--- src/rtl/time_set_ctrl_pkg.sv ---
// time_set_pkg: shared types and constants for the keypad time-entry controller.
// States, BCD digit type, digit positions and the per-position entry limits.
package time_set_pkg;

  typedef enum logic [1:0] {
    IDLE,
    ENTRY,
    LOAD,
    WAIT_EXIT
  } state_t;

  typedef logic [3:0] bcd_t;

  localparam int NUM_DIGITS = 6;
  localparam int TIME_W     = NUM_DIGITS * 4;

  localparam logic [2:0] POS_H_TEN = 3'd0;
  localparam logic [2:0] POS_H_ONE = 3'd1;
  localparam logic [2:0] POS_M_TEN = 3'd2;
  localparam logic [2:0] POS_M_ONE = 3'd3;
  localparam logic [2:0] POS_S_TEN = 3'd4;
  localparam logic [2:0] POS_S_ONE = 3'd5;

  localparam bcd_t LIM_H_TEN    = 4'd2;
  localparam bcd_t LIM_H_ONE    = 4'd9;
  localparam bcd_t LIM_H_ONE_20 = 4'd3;
  localparam bcd_t LIM_M_TEN    = 4'd5;
  localparam bcd_t LIM_M_ONE    = 4'd9;
  localparam bcd_t LIM_S_TEN    = 4'd5;
  localparam bcd_t LIM_S_ONE    = 4'd9;

  localparam bcd_t KEY_NONE = 4'hF;

  // Largest digit accepted at a position; the hour-ones limit depends on the
  // hour-tens digit already entered so that 20..23 is the top of the range.
  function automatic bcd_t digit_limit(input logic [2:0] pos, input bcd_t h_ten);
    bcd_t lim;
    lim = 4'd0;
    case (pos)
      POS_H_TEN: lim = LIM_H_TEN;
      POS_H_ONE: lim = (h_ten < 4'd2) ? LIM_H_ONE : LIM_H_ONE_20;
      POS_M_TEN: lim = LIM_M_TEN;
      POS_M_ONE: lim = LIM_M_ONE;
      POS_S_TEN: lim = LIM_S_TEN;
      POS_S_ONE: lim = LIM_S_ONE;
      default:   lim = 4'd0;
    endcase
    return lim;
  endfunction

endpackage

--- src/rtl/time_set_ctrl_if.sv ---
// time_set_ctrl_if: preset load handshake towards the timekeeping counter.
// The controller is the master (drives valid and the BCD time), the counter
// block is the slave (drives ready).
interface time_set_ctrl_if;
  import time_set_pkg::*;

  logic              load_valid;
  logic              load_ready;
  logic [TIME_W-1:0] load_time;

  modport master (output load_valid, output load_time, input load_ready);
  modport slave  (input load_valid, input load_time, output load_ready);

endinterface

--- src/rtl/time_set_ctrl_key_debounce.sv ---
// key_debounce: synchronises the 10-key one-hot keypad and emits a single
// one-cycle event with the digit code once a lone key has been stable for
// DEB_CYC cycles after the keypad was seen fully released.
module key_debounce
  import time_set_pkg::*;
#(
  parameter int DEB_CYC = 20
) (
  input  logic       clk,
  input  logic       rst,
  input  logic [9:0] keypad,
  output logic       key_evt,
  output bcd_t       key_code
);

  localparam int CNT_W = $clog2(DEB_CYC + 1);
  localparam logic [CNT_W-1:0] CNT_DONE = CNT_W'(DEB_CYC);

  logic [9:0]       kp_meta;
  logic [9:0]       kp_sync;
  logic [9:0]       kp_last;
  logic [CNT_W-1:0] stable_cnt;
  logic [CNT_W-1:0] cnt_next;
  logic             armed;
  logic             fire;
  logic             is_onehot;

  function automatic bcd_t encode_key(input logic [9:0] k);
    bcd_t code;
    code = KEY_NONE;
    for (int i = 0; i < 10; i++) begin
      if (k[i]) code = bcd_t'(i);
    end
    return code;
  endfunction

  // Two-flop synchroniser: the keypad is a mechanical, asynchronous input.
  always_ff @(posedge clk or posedge rst) begin
    if (rst) begin
      kp_meta <= '0;
      kp_sync <= '0;
    end else begin
      kp_meta <= keypad;
      kp_sync <= kp_meta;
    end
  end

  // Stability run length of the current single key; saturates so a held key cannot refire.
  always_comb begin
    cnt_next  = '0;
    is_onehot = $onehot(kp_sync);
    if (is_onehot) begin
      if (kp_sync == kp_last) begin
        cnt_next = (stable_cnt == CNT_DONE) ? stable_cnt : stable_cnt + CNT_W'(1);
      end else begin
        cnt_next = CNT_W'(1);
      end
    end
    fire = armed && is_onehot && (cnt_next == CNT_DONE);
  end

  // Event generation; a fired key disarms until the keypad reads all-zero again.
  always_ff @(posedge clk or posedge rst) begin
    if (rst) begin
      kp_last    <= '0;
      stable_cnt <= '0;
      armed      <= 1'b0;
      key_evt    <= 1'b0;
      key_code   <= KEY_NONE;
    end else begin
      kp_last    <= kp_sync;
      stable_cnt <= cnt_next;
      key_evt    <= fire;
      key_code   <= fire ? encode_key(kp_sync) : KEY_NONE;
      if (kp_sync == '0) begin
        armed <= 1'b1;
      end else if (fire) begin
        armed <= 1'b0;
      end
    end
  end

endmodule

--- src/rtl/time_set_ctrl.sv ---
// time_set_ctrl: keypad time-entry controller for the timekeeping counter.
// Collects HH MM SS as six validated BCD digits, then commits them through
// the load valid/ready handshake.
// Optional feature macro: TIME_SET_TIMEOUT_EN enables the keypad-inactivity
// abort; without it an entry waits until set_mode is released.
module time_set_ctrl
  import time_set_pkg::*;
#(
  parameter int CLK_HZ    = 1000,
  parameter int TIMEOUT_S = 10,
  parameter int DEB_CYC   = 20
) (
  input  logic              clk,
  input  logic              rst,
  input  logic              set_mode,
  input  logic [9:0]        keypad,
  time_set_ctrl_if.master   load,
  output logic [TIME_W-1:0] edit_digits,
  output logic [2:0]        edit_pos,
  output logic              blink,
  output logic              err
);

  localparam int BLINK_CYC = CLK_HZ / 4;
  localparam int BLINK_W   = (BLINK_CYC > 1) ? $clog2(BLINK_CYC) : 1;
  localparam logic [BLINK_W-1:0] BLINK_LAST = BLINK_W'(BLINK_CYC - 1);

  state_t            state;
  bcd_t              digits [NUM_DIGITS];
  logic [BLINK_W-1:0] blink_cnt;
  logic              mode_meta;
  logic              mode_sync;
  logic              mode_prev;
  logic              mode_rise;
  logic              key_evt;
  bcd_t              key_code;
  logic              key_ok;
  logic              timeout_hit;
  logic [TIME_W-1:0] final_time;

  key_debounce #(
    .DEB_CYC (DEB_CYC)
  ) u_key_debounce (
    .clk      (clk),
    .rst      (rst),
    .keypad   (keypad),
    .key_evt  (key_evt),
    .key_code (key_code)
  );

  // Synchronise the DIP switch and keep its previous value for edge detection.
  always_ff @(posedge clk or posedge rst) begin
    if (rst) begin
      mode_meta <= 1'b0;
      mode_sync <= 1'b0;
      mode_prev <= 1'b0;
    end else begin
      mode_meta <= set_mode;
      mode_sync <= mode_meta;
      mode_prev <= mode_sync;
    end
  end

  assign mode_rise   = mode_sync && !mode_prev;
  assign key_ok      = (key_code <= digit_limit(edit_pos, digits[0]));
  assign final_time  = {digits[0], digits[1], digits[2], digits[3], digits[4], key_code};
  assign edit_digits = {digits[0], digits[1], digits[2], digits[3], digits[4], digits[5]};

`ifdef TIME_SET_TIMEOUT_EN
  localparam int TIMEOUT_CYC = TIMEOUT_S * CLK_HZ;
  localparam int TMR_W       = $clog2(TIMEOUT_CYC + 1);
  localparam logic [TMR_W-1:0] TMR_LAST = TMR_W'(TIMEOUT_CYC - 1);

  logic [TMR_W-1:0] timer;

  assign timeout_hit = (timer == TMR_LAST);

  // Inactivity timer: runs only in ENTRY, any key event (accepted or rejected) restarts it.
  always_ff @(posedge clk or posedge rst) begin
    if (rst) begin
      timer <= '0;
    end else if (state != ENTRY || key_evt) begin
      timer <= '0;
    end else if (!timeout_hit) begin
      timer <= timer + TMR_W'(1);
    end
  end
`else
  assign timeout_hit = 1'b0;
`endif

  // Entry sequencer with registered outputs: digit buffer, cursor, blink, error and load handshake.
  always_ff @(posedge clk or posedge rst) begin
    if (rst) begin
      state           <= IDLE;
      digits          <= '{default: '0};
      edit_pos        <= 3'd0;
      blink           <= 1'b0;
      blink_cnt       <= '0;
      err             <= 1'b0;
      load.load_valid <= 1'b0;
      load.load_time  <= '0;
    end else begin
      err <= 1'b0;
      unique case (state)
        IDLE: begin
          if (mode_rise) begin
            state     <= ENTRY;
            digits    <= '{default: '0};
            edit_pos  <= 3'd0;
            blink     <= 1'b0;
            blink_cnt <= '0;
          end
        end

        ENTRY: begin
          if (blink_cnt == BLINK_LAST) begin
            blink_cnt <= '0;
            blink     <= ~blink;
          end else begin
            blink_cnt <= blink_cnt + BLINK_W'(1);
          end

          if (!mode_sync) begin
            state     <= IDLE;
            blink     <= 1'b0;
            blink_cnt <= '0;
          end else if (key_evt) begin
            if (key_ok) begin
              digits[edit_pos] <= key_code;
              if (edit_pos == POS_S_ONE) begin
                state           <= LOAD;
                load.load_valid <= 1'b1;
                load.load_time  <= final_time;
                blink           <= 1'b0;
                blink_cnt       <= '0;
              end else begin
                edit_pos <= edit_pos + 3'd1;
              end
            end else begin
              err <= 1'b1;
            end
          end else if (timeout_hit) begin
            state     <= IDLE;
            blink     <= 1'b0;
            blink_cnt <= '0;
          end
        end

        LOAD: begin
          if (load.load_valid && load.load_ready) begin
            load.load_valid <= 1'b0;
            state           <= mode_sync ? WAIT_EXIT : IDLE;
          end
        end

        WAIT_EXIT: begin
          if (!mode_sync) begin
            state <= IDLE;
          end
        end

        default: state <= IDLE;
      endcase
    end
  end

endmodule

--- src/flat_wrapper.sv ---
// flat-port wrapper written by rule: the top's interface ports become plain ports
module time_set_ctrl_flat import time_set_pkg::*;
#(
  parameter int CLK_HZ    = 1000,
  parameter int TIMEOUT_S = 10,
  parameter int DEB_CYC   = 20
)
  (clk, rst, set_mode, keypad, edit_digits, edit_pos, blink, err, load_load_valid, load_load_time, load_load_ready);
  time_set_ctrl_if load_i ();
  input  logic clk;
  input  logic rst;
  input  logic set_mode;
  input  logic [9:0] keypad;
  output logic [TIME_W-1:0] edit_digits;
  output logic [2:0] edit_pos;
  output logic blink;
  output logic err;
  output wire logic [$bits(load_i.load_valid)-1:0] load_load_valid;
  output wire logic [$bits(load_i.load_time)-1:0] load_load_time;
  input wire logic [$bits(load_i.load_ready)-1:0] load_load_ready;
  assign load_load_valid = load_i.load_valid;
  assign load_load_time = load_i.load_time;
  assign load_i.load_ready = load_load_ready;
  time_set_ctrl #(.CLK_HZ(CLK_HZ), .TIMEOUT_S(TIMEOUT_S), .DEB_CYC(DEB_CYC)) u_core (.clk(clk), .rst(rst), .set_mode(set_mode), .keypad(keypad), .load(load_i), .edit_digits(edit_digits), .edit_pos(edit_pos), .blink(blink), .err(err));
endmodule
--- config.mk ---
export PLATFORM = sky130hd
export DESIGN_NAME = time_set_ctrl_flat
export DESIGN_NICKNAME = d
export VERILOG_FILES = /design/src/rtl/time_set_ctrl_pkg.sv /design/src/rtl/time_set_ctrl_if.sv /design/src/rtl/time_set_ctrl_key_debounce.sv /design/src/rtl/time_set_ctrl.sv /design/src/flat_wrapper.sv
export SDC_FILE = /design/constraint.sdc
export NUM_CORES = 1
export LEC_CHECK = 0
export CORE_UTILIZATION = 56
export CTS_BUF_LIST = sky130_fd_sc_hd__clkbuf_2
export DETAILED_ROUTE_END_ITERATION = 16
export PLACE_DENSITY = 0.82
export SYNTH_ARGS = -nofsm -noshare
export SYNTH_HDL_FRONTEND = slang
export SYNTH_SLANG_ARGS = --single-unit
--- constraint.sdc ---
create_clock -name clk -period 5 [get_ports clk]
set_input_delay 1 -clock clk [delete_from_list [all_inputs] [get_ports clk]]
set_output_delay 1 -clock clk [all_outputs]
set_load 0.1 [all_outputs]
Yosys cells after proc, flatten, opt, wreduce, memory -nomap -nowiden
Cells that the tools add are included.
{"block": "word_totals", "ram_bits": 0, "rom_bits": 0, "latch_bits": 0, "inputBits": 14, "memories": 0, "output_inout_bits": 54, "regBits": 108}
{"block": "classes", "muxes": 65, "bitwise": 2, "shifts": 0, "n_lt_le_gt_ge": 4, "n_mul": 0, "n_div": 0, "eq_ne": 24, "addsub": 12, "n_reduce_logical": 20}
{"operator": "2-to-1 mux 24 bit", "count": 4}
{"operator": "2-to-1 mux 4 bit", "count": 13}
{"operator": "2-to-1 mux 8 bit", "count": 6}
{"operator": "case mux 24 bit (2 select lines)", "count": 1}
{"operator": "bitwise mux 24 bit", "count": 1}
{"operator": "AND reduction 6 bit", "count": 3}
{"operator": "2-to-1 mux 1 bit", "count": 17}
{"operator": "2-to-1 mux 2 bit", "count": 8}
{"operator": "case mux 4 bit (4 select lines)", "count": 1}
{"operator": "case mux 8 bit (2 select lines)", "count": 1}
{"operator": "2-to-1 mux 3 bit", "count": 5}
{"operator": "2-to-1 mux 5 bit", "count": 3}
{"operator": "demux 4 bit (select 3 bit)", "count": 1}
{"operator": "adder 1 x 1 -> 2 bit", "count": 5}
{"operator": "== test 10 bit", "count": 1}
{"operator": "== test 5 bit (second input constant)", "count": 2}
{"operator": "logical NOT 10 bit", "count": 1}
{"operator": "!= test 2 x 1 -> 1 bit (second input constant)", "count": 5}
{"operator": "AND reduction 5 bit", "count": 2}
{"operator": "!= test 3 bit (second input constant)", "count": 3}
{"operator": "adder 8 x 1 -> 8 bit (second input constant)", "count": 1}
{"operator": "== test 8 bit (second input constant)", "count": 1}
{"operator": "case mux 2 bit (4 select lines)", "count": 1}
{"operator": "adder 2 x 2 -> 3 bit", "count": 2}
{"operator": "26 further kinds", "count": 39}

Depth between registers and ports, before layout
{"block": "depth", "ltp_word": 11, "ltp_mapped": 13}

Modules after synthesis
A second synthesis with hierarchy kept.
{"block": "hier_totals", "hier_cells": 410, "area_unflattened_um2": 4833.4}
{"module": "time_set_ctrl", "seq_area_each_um2": 1676.6, "area_per_inst_um2": 3168.0, "n_inst": 1, "cells_per_inst": 287}
{"module": "key_debounce", "seq_area_each_um2": 1031.0, "area_per_inst_um2": 1665.3, "n_inst": 1, "cells_per_inst": 123}

Least setup slack after synthesis
No wires, ideal clock.
{"block": "synth_path", "kind": "flip-flop to flip-flop", "from": "reg u_core.u_key_debounce.kp_sync[0]", "to": "reg u_core.u_key_debounce.key_code[0]", "required_time_ps": 4906, "n_path_buf": 0, "stages_incl_launch_ff": 14, "slack_ps": 1333, "arrival_ps": 3572, "synth_period_minus_slack_ps": 3667, "cell_sequence": "dfrtp_1 fa_1 fa_1 inv_1 fa_1 inv_1 ha_1 inv_1 fa_1 a2111o_1 a21oi_1 nand4_1 nor2_1 o211ai_1"}
{"block": "synth_via", "elab_cells_between_ends": 22, "cone_classes": "add/sub: 4; eq/ne: 3; mux: 13; reduce/logical: 2"}
{"item": "start, declared", "line_no": "time_set_ctrl_key_debounce.sv:20", "source": "logic [9:0] kp_sync;"}
{"item": "start signal, assigned", "line_no": "time_set_ctrl_key_debounce.sv:44", "source": "kp_sync <= kp_meta;"}
{"item": "adder 1 x 1 -> 2 bit (not written as such)", "line_no": "time_set_ctrl_key_debounce.sv:51", "source": "is_onehot = $onehot(kp_sync);"}
{"item": "adder 2 x 2 -> 3 bit (not written as such)", "line_no": "time_set_ctrl_key_debounce.sv:51"}
{"item": "adder 3 x 3 -> 4 bit (not written as such)", "line_no": "time_set_ctrl_key_debounce.sv:51"}
{"item": "adder 4 x 2 -> 4 bit (not written as such)", "line_no": "time_set_ctrl_key_debounce.sv:51"}
{"item": "== test 4 x 1 -> 1 bit", "line_no": "time_set_ctrl_key_debounce.sv:51"}
{"item": "2-to-1 mux 5 bit", "line_no": "time_set_ctrl_key_debounce.sv:52", "source": "if (is_onehot) begin"}
{"item": "== test 5 bit", "line_no": "time_set_ctrl_key_debounce.sv:59", "source": "fire = armed && is_onehot && (cnt_next == CNT_DONE);"}
{"item": "logical AND 1 bit (*)", "line_no": "time_set_ctrl_key_debounce.sv:59"}
{"item": "net u_core.u_key_debounce.fire", "line_no": "time_set_ctrl_key_debounce.sv:25", "source": "logic fire;"}
{"item": "2-to-1 mux 4 bit (*)", "line_no": "time_set_ctrl_key_debounce.sv:74", "source": "key_code <= fire ? encode_key(kp_sync) : KEY_NONE;"}
{"item": "end signal, assigned", "line_no": "time_set_ctrl_key_debounce.sv:74"}
{"item": "end, declared", "line_no": "time_set_ctrl_key_debounce.sv:13", "source": "output bcd_t key_code"}
Mark *: on every way through the listed nets, which the timed path passes. The rest lies on a longest branch.
A chain may end at the register's enable or synchronous reset.

Final worst setup path
Same ends and word-level chain as after synthesis.

==> impl_metrics.ini <==
[run_status]
status = complete, no violations

[power]
p_leak_nw = 2.61
power.switching_uw = 436
combPwrFrac_pct = 13.4
seqPwrFrac_pct = 60.6
p_per_area_nw_per_um2 = 272
p_int_mw = 1.09
ir_drop_mv = 0.205
sw_frac_of_total_pct = 28.5
power.share.clock_pct = 26.0

[final_layout]
fill_cells = 608
fin_cells = 576
final_core_utilization_pct = 68.6
drive_gt1_share_pct = 11.0
design_area_um2 = 5630
nets = 502
n_antenna_cell = 0
syn_to_final_growth_pct = 18.4

[synthesis]
ys_top_cells_by_area = dfrtp_1 (55%), mux2_2 (5.7%), mux2i_1 (4.6%), ha_1 (4.2%), nand2_1 (3.2%)
avgSynthCellArea_um2 = 12.0
synth_edf_count = 0
synth.top_cell.area_share_pct = 54.7
synth_largest_area_cell = dfrtp_1
ys_seq_area_share_pct = 56.9
ys_ff_latch = 108
synth-main-ff-cell = dfrtp_1
syn-num-nets = 431
syn_inst = 395
synth_commonest_cells = dfrtp_1 (104), nand2_1 (41), inv_1 (29), mux2_2 (24), mux2i_1 (22)
synth_area_um2 = 4760
yosysWarnings = 0
yosysMostFrequentCell = dfrtp_1
synthDistinctLibCells = 50
synth-async-reset-ratio_pct = 100

[die]
start_util_pct = 57.9
core_area_um2 = 8220
rows = 33
dieArea_um2 = 8870
die_h_um = 94.2
io_pins = 68
die_w_um = 94.2

[route]
wire_per_inst_um = 15.2
drc = 0
met2_length_um = 4310
dr.pass1.iters = 4
route.met3.wl_um = 341
wl_met1_um = 4000
num_vias = 3178
drtIter0Drc = 178
ant_nets = 0
viasPerCell = 5.52
top_layer = met4
wirelength_um = 8770

[global_route]
grt_max_degree = 87
grt_pass1_vias = 3036
antenna_found_initial = 0
grt_pass1_wl_um = 14500
grt_usage_pct = 21.8
grt_overflow = 0

[clock_tree]
cts_tree = built
post_cts_buffers = 0
cts_buffer_depth = 2
post_cts_resize_count = 0
cts_hold_buffers = 0
insertion_delay_ps = 560
cts_root_buffer = clkbuf_2
cts_num_sinks = 108
htreeDepth = 3
path_clk_slew_ps = 280
cts_made_buffers = 9

[critical_path]
path_class = reg -> reg
r2r_start = u_core.u_key_debounce.kp_sync[0]
worstSetupEndpointType = flip-flop
r2r_setup_slack_ps = 940
reg2reg_depth = 13
required_ps = 5510
path_max_fanout = 6
worstPathArrival_ps = 4580
start_kind = flip-flop
worst_r2r_endpoint = u_core.u_key_debounce.key_code[0]

[placed_design]
place_congestion = 0.858
postPlaceCellArea_um2 = 5520
place_hpwl_um = 6340
post-place-cells = 560
portBuffers = 67

[timing]
max_slew_margin_pct = 22.9
min_period_ps = 4060
period_share_pct = 81.2
setup_viol = 0
rsz0062_at_grt = false
fmaxAchievable_mhz = 246
worst_pin_slew_ps = 1160
maxSlewViolCount = 0
whs_ps = 355
final.setup_skew_ps = 32.9
tns_ps = 0
hold_violations = 0

[worst_hold_path]
hold_path.startpoint = u_core.u_key_debounce.kp_meta[8]
min_path_type = reg -> reg
min_delay_path_depth = 0
holdPathEnd = u_core.u_key_debounce.kp_sync[8]

[flow_run]
drv_cap = 0
-- layout by cell type, fill, tap and decap left out, types with 6 or more instances in the layout --
master           instances
nand2_1                 41
mux2i_1                 22
fa_1                     6
clkdlybuf4s50_1         67
inv_1                   28
nor2_1                  16
clkbuf_2                11
nor3_1                   8
a31oi_1                  6
mux2_2                  24
a21oi_1                 10
dfrtp_1                104
xor2_1                  11
o21ai_0                 13
ha_1                    16
nand4_1                  6
nand3_1                 10
-- critical path, stage by stage (launching register included) --
cell      delay, ps
dfrtp_1         520
fa_1            540
fa_1            530
inv_1            50
fa_1            440
inv_1            80
ha_1            160
inv_1            60
fa_1            390
a2111o_1        400
a21oi_1         160
nand4_1         220
nor2_1          330
o211ai_1        140
-- area by class of cell --
class	count	area, µm²	area share, %
clock buffers	11	55.1	0.977
clock inverters	5	61.3	1.09
inverters	29	111	1.98
multi-input cells	250	1890	33.5
flip-flops and latches	108	2710	48.1
well taps	105	131	2.33
repair buffers	68	678	12.0
-- through the flow --
| step | setup WS, ps | power [mW] |
|---|---|---|
| 2_1_floorplan | 1160 | 1.09 |
| 3_3_place_gp | 1170 | 1.14 |
| 3_5_place_dp | 968 | 1.15 |
| 4_1_cts | 909 | 1.54 |
| 5_1_grt | 704 | 1.61 |
| 6_report | 939 | 1.53 |
-- worst max-delay path by stage --
stage	slack [ps]	start	to	depth (start not counted)
finish	940	u_core.u_key_debounce.kp_sync[0]	u_core.u_key_debounce.key_code[0]	13
global route	700	u_core.u_key_debounce.kp_sync[0]	u_core.u_key_debounce.key_code[0]	13
CTS	910	u_core.u_key_debounce.kp_sync[0]	u_core.u_key_debounce.key_code[0]	13
detailed placement	970	u_core.u_key_debounce.kp_sync[0]	u_core.u_key_debounce.key_code[0]	13
global placement	1170	u_core.u_key_debounce.kp_sync[0]	u_core.u_key_debounce.key_code[0]	13
floorplan	1160	rst	u_core.blink	1
-- power groups by stage --
stage               Combinational (mW)  Clock, mW  Sequential [mW]
floorplan                        0.111          0            0.978
global placement                 0.197          0            0.940
detailed placement               0.207          0            0.942
CTS                              0.207      0.409            0.927
global route                     0.230      0.443            0.933
finish                           0.205      0.397            0.927
-- metal layers --
layer / track usage (%) / up-vias
met5: 0 / -
met4: 9.74 / 0
met3: 4.37 / 10
met2: 35.1 / 84
met1: 28.6 / 1563
li1: - / 1521
-- logic make-up after synthesis --
| kind of cell | after synthesis | synth area share [%] |
|---|---|---|
| fa+ha+maj | 22 | 6.73 |
| xor+xnor | 14 | 2.58 |
| mux | 46 | 10.3 |
| buf+inv | 37 | 3.42 |
| simple gates | 105 | 10.5 |
| flops | 108 | 56.9 |
| compound gates | 63 | 9.55 |
-- state kept, by name, summed over array words and instances, names as in the netlist, 2 cells and up --
register / count
u_core.u_key_debounce.kp_last: 10
u_core.u_key_debounce.key_code: 4
u_core.edit_pos: 3
u_core.u_key_debounce.kp_sync: 10
u_core.state: 2
u_core.u_key_debounce.stable_cnt: 5
u_core.blink_cnt: 8
u_core.u_key_debounce.kp_meta: 10
u_core.edit_digits: 24
u_core.load.load_time: 24
Power figures use the tool's default switching activity.
